`src/rtl/mux4_arb_pkg.sv`:
```
// mux4_arb_pkg: shared types and helpers for the 4-way round-robin arbiter.
//   NUM_REQ     : number of requesters sharing the output path
//   idx_t       : 2-bit requester index
//   arb_state_e : arbiter FSM states
//   onehot()    : index -> one-hot grant vector
package mux4_arb_pkg;

  localparam int NUM_REQ = 4;

  typedef logic [1:0] idx_t;

  typedef enum logic {
    ARB_IDLE = 1'b0,
    ARB_BUSY = 1'b1
  } arb_state_e;

  function automatic logic [NUM_REQ-1:0] onehot(input idx_t i);
    logic [NUM_REQ-1:0] v;
    v    = '0;
    v[i] = 1'b1;
    return v;
  endfunction

endpackage

```
`src/rtl/mux4_to_1.sv`:
```
// mux4_to_1: single-bit 4-to-1 mux cell.
//   d0..d3 : data inputs
//   s0, s1 : select, {s1,s0} is the binary index of the chosen input
//   y      : selected data
module mux4_to_1 (
  input  logic d0,
  input  logic d1,
  input  logic d2,
  input  logic d3,
  input  logic s0,
  input  logic s1,
  output logic y
);

  always_comb begin
    unique case ({s1, s0})
      2'd0:    y = d0;
      2'd1:    y = d1;
      2'd2:    y = d2;
      default: y = d3;
    endcase
  end

endmodule

```
`src/rtl/rr_pick4.sv`:
```
// rr_pick4: combinational rotating-priority pick over four requests.
//   req   : request vector
//   ptr   : index with highest priority; priority falls upward mod 4
//   found : at least one request set
//   idx   : first set bit at or after ptr
module rr_pick4
  import mux4_arb_pkg::*;
(
  input  logic [NUM_REQ-1:0] req,
  input  idx_t               ptr,
  output logic               found,
  output idx_t               idx
);

  idx_t cand [NUM_REQ];

  // Candidate k is the k-th slot after ptr; the 2-bit add wraps 3->0.
  always_comb begin
    for (int k = 0; k < NUM_REQ; k++) begin
      cand[k] = ptr + idx_t'(k);
    end
  end

  // Scan from the farthest slot down so the nearest set bit wins.
  always_comb begin
    found = 1'b0;
    idx   = '0;
    for (int k = NUM_REQ - 1; k >= 0; k--) begin
      if (req[cand[k]]) begin
        found = 1'b1;
        idx   = cand[k];
      end
    end
  end

endmodule

```
`src/rtl/mux4_rr_arbiter.sv`:
```
// mux4_rr_arbiter: round-robin arbiter owning the select of a shared 4-to-1
// data mux, presenting the chosen word over a valid/ready handshake.
//   clk, rst_n         : clock, synchronous active-low reset
//   req[3:0]           : per-requester request
//   in0..in3 [W-1:0]   : requester data, held stable until acked
//   out_ready          : consumer accepts this cycle
//   lock               : keep the grant after this beat (MUX4_ARB_LOCK_EN)
//   gnt[3:0]           : one-hot grant, zero when idle
//   sel[1:0]           : binary grant index, drives the mux select
//   out_valid          : out_data is valid
//   out_data [W-1:0]   : in[sel]
//   ack[3:0]           : one-cycle handshake pulse to the served requester
// Optional feature macro: MUX4_ARB_LOCK_EN adds the lock port (burst grant).
module mux4_rr_arbiter
  import mux4_arb_pkg::*;
#(
  parameter int W = 8
) (
  input  logic               clk,
  input  logic               rst_n,
  input  logic [NUM_REQ-1:0] req,
  input  logic [W-1:0]       in0,
  input  logic [W-1:0]       in1,
  input  logic [W-1:0]       in2,
  input  logic [W-1:0]       in3,
  input  logic               out_ready,
`ifdef MUX4_ARB_LOCK_EN
  input  logic               lock,
`endif
  output logic [NUM_REQ-1:0] gnt,
  output idx_t               sel,
  output logic               out_valid,
  output logic [W-1:0]       out_data,
  output logic [NUM_REQ-1:0] ack
);

`ifndef MUX4_ARB_LOCK_EN
  // Without the feature every handshake releases the grant.
  logic lock;
  assign lock = 1'b0;
`endif

  arb_state_e         state_q, state_d;
  idx_t               g_q, g_d;
  idx_t               ptr_q, ptr_d;

  logic               hs;
  logic [NUM_REQ-1:0] pick_req;
  idx_t               pick_ptr;
  logic               pick_found;
  idx_t               pick_idx;

  // Outputs are pure decodes of registered state, so sel/gnt/out_data
  // cannot move while the consumer stalls.
  assign out_valid = (state_q == ARB_BUSY);
  assign gnt       = out_valid ? onehot(g_q) : '0;
  assign sel       = g_q;
  assign hs        = out_valid & out_ready;
  assign ack       = gnt & {NUM_REQ{hs}};

  // One picker serves both states. In BUSY it only matters on a handshake,
  // where the pointer it sees is the already-advanced one and the
  // just-served requester is masked out for this cycle.
  always_comb begin
    pick_req = req;
    pick_ptr = ptr_q;
    if (state_q == ARB_BUSY) begin
      pick_req = req & ~gnt;
      pick_ptr = g_q + 2'd1;
    end
  end

  rr_pick4 u_pick (
    .req   (pick_req),
    .ptr   (pick_ptr),
    .found (pick_found),
    .idx   (pick_idx)
  );

  always_comb begin
    state_d = state_q;
    g_d     = g_q;
    ptr_d   = ptr_q;
    unique case (state_q)
      ARB_IDLE: begin
        if (pick_found) begin
          state_d = ARB_BUSY;
          g_d     = pick_idx;
        end
      end
      ARB_BUSY: begin
        // No handshake: the transfer is committed, req changes ignored.
        if (hs && !lock) begin
          ptr_d = g_q + 2'd1;
          if (pick_found) begin
            g_d = pick_idx;
          end else begin
            state_d = ARB_IDLE;
          end
        end
      end
      default: state_d = ARB_IDLE;
    endcase
  end

  always_ff @(posedge clk) begin
    if (!rst_n) begin
      state_q <= ARB_IDLE;
      g_q     <= '0;
      ptr_q   <= '0;
    end else begin
      state_q <= state_d;
      g_q     <= g_d;
      ptr_q   <= ptr_d;
    end
  end

  // Shared data path: one mux cell per output bit.
  for (genvar b = 0; b < W; b++) begin : g_mux
    mux4_to_1 u_mux (
      .d0 (in0[b]),
      .d1 (in1[b]),
      .d2 (in2[b]),
      .d3 (in3[b]),
      .s0 (sel[0]),
      .s1 (sel[1]),
      .y  (out_data[b])
    );
  end

endmodule

```
`config.mk`:
```
export PLATFORM = sky130hd
export DESIGN_NAME = mux4_rr_arbiter
export DESIGN_NICKNAME = d
export VERILOG_FILES = /design/src/rtl/mux4_arb_pkg.sv /design/src/rtl/mux4_to_1.sv /design/src/rtl/rr_pick4.sv /design/src/rtl/mux4_rr_arbiter.sv
export SDC_FILE = /design/constraint.sdc
export NUM_CORES = 1
export LEC_CHECK = 0
export ABC_AREA = 1
export BUFFER_PORTS_ARGS = -buffer_cell sky130_fd_sc_hd__buf_4
export CAP_MARGIN = 0
export CELL_PAD_IN_SITES_DETAIL_PLACEMENT = 1
export CELL_PAD_IN_SITES_GLOBAL_PLACEMENT = 2
export CORE_UTILIZATION = 20
export CTS_CLUSTER_DIAMETER = 200
export DETAILED_ROUTE_END_ITERATION = 8
export PLACE_DENSITY = 0.82
export SYNTH_ARGS = -nofsm -noshare
export SYNTH_HDL_FRONTEND = slang
export SYNTH_SLANG_ARGS = --single-unit
```
`constraint.sdc`:
```
create_clock -name clk -period 4.6 [get_ports clk]
set_clock_uncertainty 0.2 [all_clocks]
set_input_delay 0.23 -clock clk [delete_from_list [all_inputs] [get_ports clk]]
set_output_delay 0.23 -clock clk [all_outputs]
set_load 0.005 [all_outputs]
```
After elaboration in Yosys (flattened, before gate mapping). Index checks and enable logic that the tools add are counted.

Add/sub/neg operators: 4. Multiply operators: 0. Div/mod/pow operators: 0. Order comparisons: 6. Eq/ne operators: 3. Shifts and indexed selects: 0. Multiplexer cells: 35. Bitwise logic cells: 5. Reduce and logical (&&, ||, !) cells: 3.

Operator list (count): $pmux W1 S3 (8); $lt A2 B3 Y1 const B (5); $mux W2 (7); $mux W1 (11); $and A4 B4 Y4 (2); $bmux W1 S2 (4); $mux W4 (2); $add A2 B1 Y2 const B (2); $add A2 B2 Y2 const B (2); $not A4 Y4 (1); $pmux W2 S2 (1); $demux W1 S2 (1); $eq A2 B1 Y1 const B (1); $eq A2 B2 Y1 const B (1); $ge A2 B1 Y1 const B (1); $logic_not A2 Y1 (1); $ne A2 B1 Y1 const B (1); $pmux W1 S2 (1); $reduce_and A2 Y1 (1); $and A1 B1 Y1 (1); $logic_and A1 B1 Y1 (1); $not A1 Y1 (1).

Bits in registers: 5. Latch bits: 0. RAM bits: 0. Memory bits (read-only): 0. Bits of input ports: 39. Output and inout port bits: 19. Logic and storage cells: 59. Memories kept: 0.

Logic depth before layout (Yosys ltp).
Word-level depth: 17. Mapped depth: 14.

By module. From an unflattened synthesis, not the netlist that was laid out.

Cell total of the unflattened synthesis: 207. Area total of the unflattened synthesis: 999.7 sq um.

Modules (own cells, without submodules): mux4_to_1 (instances 8, cells an instance 13, area each 51.3 sq um); mux4_rr_arbiter (instances 1, cells an instance 57, area each 376.6 sq um); rr_pick4 (instances 1, cells an instance 46, area each 212.7 sq um).

Worst setup path after synthesis. No wires, ideal clock.

Kind: register to register. Start point: register g_q[0], in the netlist sel[0]. End point: register g_q[1], in the netlist sel[1]. Setup time: 116 ps. Arrival time: 1540 ps. Data required time: 4284 ps. Slack: 2744 ps. Cell stages (with the launch flop): 14. Path buffers: 1. Period minus slack after synthesis: 1856 ps. Cells stage by stage: dfxtp_1 > inv_1 > ha_1 > buf_2 > nand2_1 > nand2_1 > nand2_1 > nand2_2 > nand2_2 > nor2_2 > nor2_2 > nand2_1 > nor2_1 > nor2_1.

Word-level cells in the longest chain between the ends: 17.

Ends and longest elaborated chain: from (decl) (line mux4_rr_arbiter.sv:44) `idx_t g_q, g_d;`; from (signal assigned) (line mux4_rr_arbiter.sv:113) `g_q <= g_d;`; $lt A2 B3 Y1 (implied by the code) / $ge A2 B1 Y1 (equally long branches) (line mux4_arb_pkg.sv:20) `v[i] = 1'b1;`; $logic_and A1 B1 Y1 (implied by the code) (line mux4_arb_pkg.sv:20); $mux W1 (implied by the code) (line mux4_arb_pkg.sv:20); $demux W1 S2 (line mux4_arb_pkg.sv:20); $mux W4 (line mux4_rr_arbiter.sv:56) `assign gnt = out_valid ? onehot(g_q) : '0;`; $not A4 Y4 (line mux4_rr_arbiter.sv:68) `pick_req = req & ~gnt;`; $and A4 B4 Y4 (line mux4_rr_arbiter.sv:68); $mux W4 (line mux4_rr_arbiter.sv:67) `if (state_q == ARB_BUSY) begin`; $bmux W1 S2 (line rr_pick4.sv:29) `if (req[cand[k]]) begin`; $mux W1 (implied by the code) (line rr_pick4.sv:29); $mux W2 / $mux W1 (equally long branches) (4 in a row) (line rr_pick4.sv:29); $mux W2 (*) (line mux4_rr_arbiter.sv:86, mux4_rr_arbiter.sv:95); $mux W2 (line mux4_rr_arbiter.sv:93) `if (hs && !lock) begin`; $pmux W2 S2 (*) (line mux4_rr_arbiter.sv:84) `unique case (state_q)`.

Every way passes the cells marked *; elsewhere a longest branch is shown, timed or not. The select of a mux whose other input is x is not followed. A chain may end at the register's enable or synchronous reset.

Final worst setup path.
Start point: register g_q[0], in the netlist sel[0]. End point: register g_q[0], in the netlist sel[0].

Same word-level chain as after synthesis.

==> results.sh <==
export IMPL_crit_path_top_delay_cell="dfxtp_1"
export IMPL_num_rows=23
export IMPL_setup_tns_ps=0
export IMPL_die_h_um=67.9
export IMPL_max_stage_delay_ps=480
export IMPL_fmax_mhz=445
export IMPL_drc_errors=0
export IMPL_cts_sinks=5
export IMPL_holdBufCountCts=0
export IMPL_crit_path_start_kind="register"
export IMPL_post_cts_buffers=0
export IMPL_placed_cell_area_sq_um=1250
export IMPL_drtPass1Iterations=4
export IMPL_final_area_sq_um=1300
export IMPL_fin_ws_ps=2350
export IMPL_worst_setup_path_end_kind="register"
export IMPL_num_vias=1088
export IMPL_final_nets=239
export IMPL_p_leak_nw=0.735
export IMPL_seq_area_frac_synth_pct=11.5
export IMPL_power_share_sequential_pct=16.2
export IMPL_relSlewSlack_pct=52.8
export IMPL_io_buffers=57
export IMPL_ys_types=19
export IMPL_ys_ff_latch=5
export IMPL_drive_above_1_share_pct=37.1
export IMPL_numCtsBuffers=3
export IMPL_synth_yosys_warnings=0
export IMPL_grt_pass1_wl_mm=4.49
export IMPL_dp_hpwl_mm=2.42
export IMPL_core_sq_um=4090
export IMPL_finalHoldViolCount=0
export IMPL_area_delta_synth_final_pct=49.2
export IMPL_p_sw_mw=0.167
export IMPL_clk_latency_ps=220
export IMPL_grt_pass1_vias=986
export IMPL_internal_power_mw=0.234
export IMPL_finalNonFillerCells=244
export IMPL_criticalPathCategory="register to register"
export IMPL_pwr_share_comb_pct=63.2
export IMPL_cap_viol_max_count=0
export IMPL_syn_num_nets=192
export IMPL_hold_ws_ps=73.8
export IMPL_dieArea_sq_um=4620
export IMPL_routabilityCongestion=0.728
export IMPL_arrival_ps=2160
export IMPL_cpMostUsedCell="nand2_1"
export IMPL_grt_max_degree=17
export IMPL_crit_chain="inv_1 > ha_1 > nand2_1 > nand2_1 > nand2_1 > nand2_2 > nand2_2 > nor2_2 > nor2_2 > nand2_1 > nor2_1 > nor2_1"
export IMPL_worst_pin_slew_ps=706
export IMPL_routed_wl_mm=2.93
export IMPL_netlist_area_sq_um=870
export IMPL_finalCriticalPeriod_ps=2250
export IMPL_antenna_found_initial=0
export IMPL_synthesis_instances=148
export IMPL_clk_pin_slew_ps=40
export IMPL_rsz0062_at_grt="false"
export IMPL_drv_slew=0
export IMPL_setup_violations=0
export IMPL_clkPwrFrac_pct=20.6
export IMPL_layout_common_cells="buf_4, nand2_1, inv_1, a21oi_1, o21ai_0"
export IMPL_yosys_area_top_type_share_pct=22.0
export IMPL_avgSynthCellArea_sq_um=5.88
export IMPL_crit_required_ps=4510
export IMPL_hold_class="input port to register"
export IMPL_clk_path_buf_depth=2
export IMPL_fin_crit_sh_pct=48.8
export IMPL_irDropWorstVdd_uv=129
export IMPL_cts_root_buf="clkbuf_8"
export IMPL_grt_overflow_total=0
export IMPL_grt_use_total_pct=12.6
export IMPL_pre_cts_ws_ps=2380
export IMPL_die_w_um=67.9
export IMPL_cts_max_level=1
export IMPL_synth_area_leader_cell="nand2_1"
export IMPL_final_common_cell="buf_4"
export IMPL_routed_via_density=4.46
export IMPL_crit_fanout=9
export IMPL_synthTopCellsByArea="nand2_1, dfxtp_1, buf_4"
export IMPL_io_pins=58
export IMPL_wire_per_inst_um=12.0
export IMPL_dp_cells=240
export IMPL_run_status="completed"
export IMPL_postRouteAntennaNets=0
export IMPL_start_util_pct=21.3
export IMPL_fillers=551
export IMPL_antenna_cells=0
export IMPL_drt_initial_drc_count=32
export IMPL_cts_tree="yes"
export IMPL_ctsResizeCount=0
export IMPL_power_density_nw_per_um2=309
export IMPL_p_sw_share_pct=41.7
-- state kept, by name, indices dropped and copies added, names as in the netlist --
signal	flops
sel	2
out_valid	1
ptr_q	2
-- path summary, 6_finish.rpt --
check / start / endpoint / slack (ps) / depth (start not counted)
max: sel[0] / sel[0] / 2350 / 12
min: rst_n / out_valid / 70 / 2
max reg2reg: sel[0] / sel[0] / 2350 / 12
min reg2reg: ptr_q[1] / ptr_q[1] / 370 / 2
-- final cells by class --
type	instances	area (sq um)	share of cell area (%)
Inverter	15	61.3	4.73
Tap cell	50	62.6	4.82
Timing Repair Buffer	57	428	33.0
Multi-Input combinational cell	113	601	46.3
Clock buffer	4	45.0	3.47
Sequential cell	5	100	7.71
-- routing by layer --
layer  part of all wire, %  track usage, %  vias up
li1                      -               -      562
met1                    46            16.5      472
met2                    40            20.3       51
met3                    13            3.33        3
met4                  0.72            3.13        0
met5                     0               0        -
-- per-stage QoR --
stage / total power, mW / util, %
detailed placement: 0.324 / 30.6
global route: 0.443 / 31.8
finish: 0.401 / 31.8
CTS: 0.409 / 31.8
floorplan: 0.250 / -
global placement: 0.323 / 30.6
-- synth_stat cells (all sizes together) --
cell type	count
a22o	8
ha	5
nand3	3
o21ai	14
dfxtp	5
o31a	1
a21oi	13
nand2	58
nor2	11
buf	14
clkbuf	1
inv	15
-- worst max-delay path, delay by kind of cell (launching register included) --
family	cells	cell delay, ps
flops	1	480
simple gates	10	970
fa+ha+maj	1	330
buf+inv	1	140
-- power groups by stage --
| stage | clock [mW] | sequential (mW) | combinational (mW) |
|---|---|---|---|
| global placement | 0 | 0.0659 | 0.257 |
| finish | 0.0827 | 0.0650 | 0.254 |
| detailed placement | 0 | 0.0660 | 0.258 |
| floorplan | 0 | 0.0582 | 0.192 |
| global route | 0.0891 | 0.0677 | 0.286 |
| CTS | 0.0848 | 0.0655 | 0.259 |
-- kinds of logic (layout without fill, tap and decap cells) --
| kind of cell | after synthesis | after routing | share of synthesized area (%) |
|---|---|---|---|
| AO/OA/AOI/OAI | 36 | 36 | 26.0 |
| AND/OR/NAND/NOR | 72 | 72 | 35.8 |
| adder cells (fa/ha/maj) | 5 | 5 | 7.19 |
| flip-flops | 5 | 5 | 11.5 |
| buffers and inverters | 30 | 76 | 19.4 |
(Power assumes the default switching activity.)
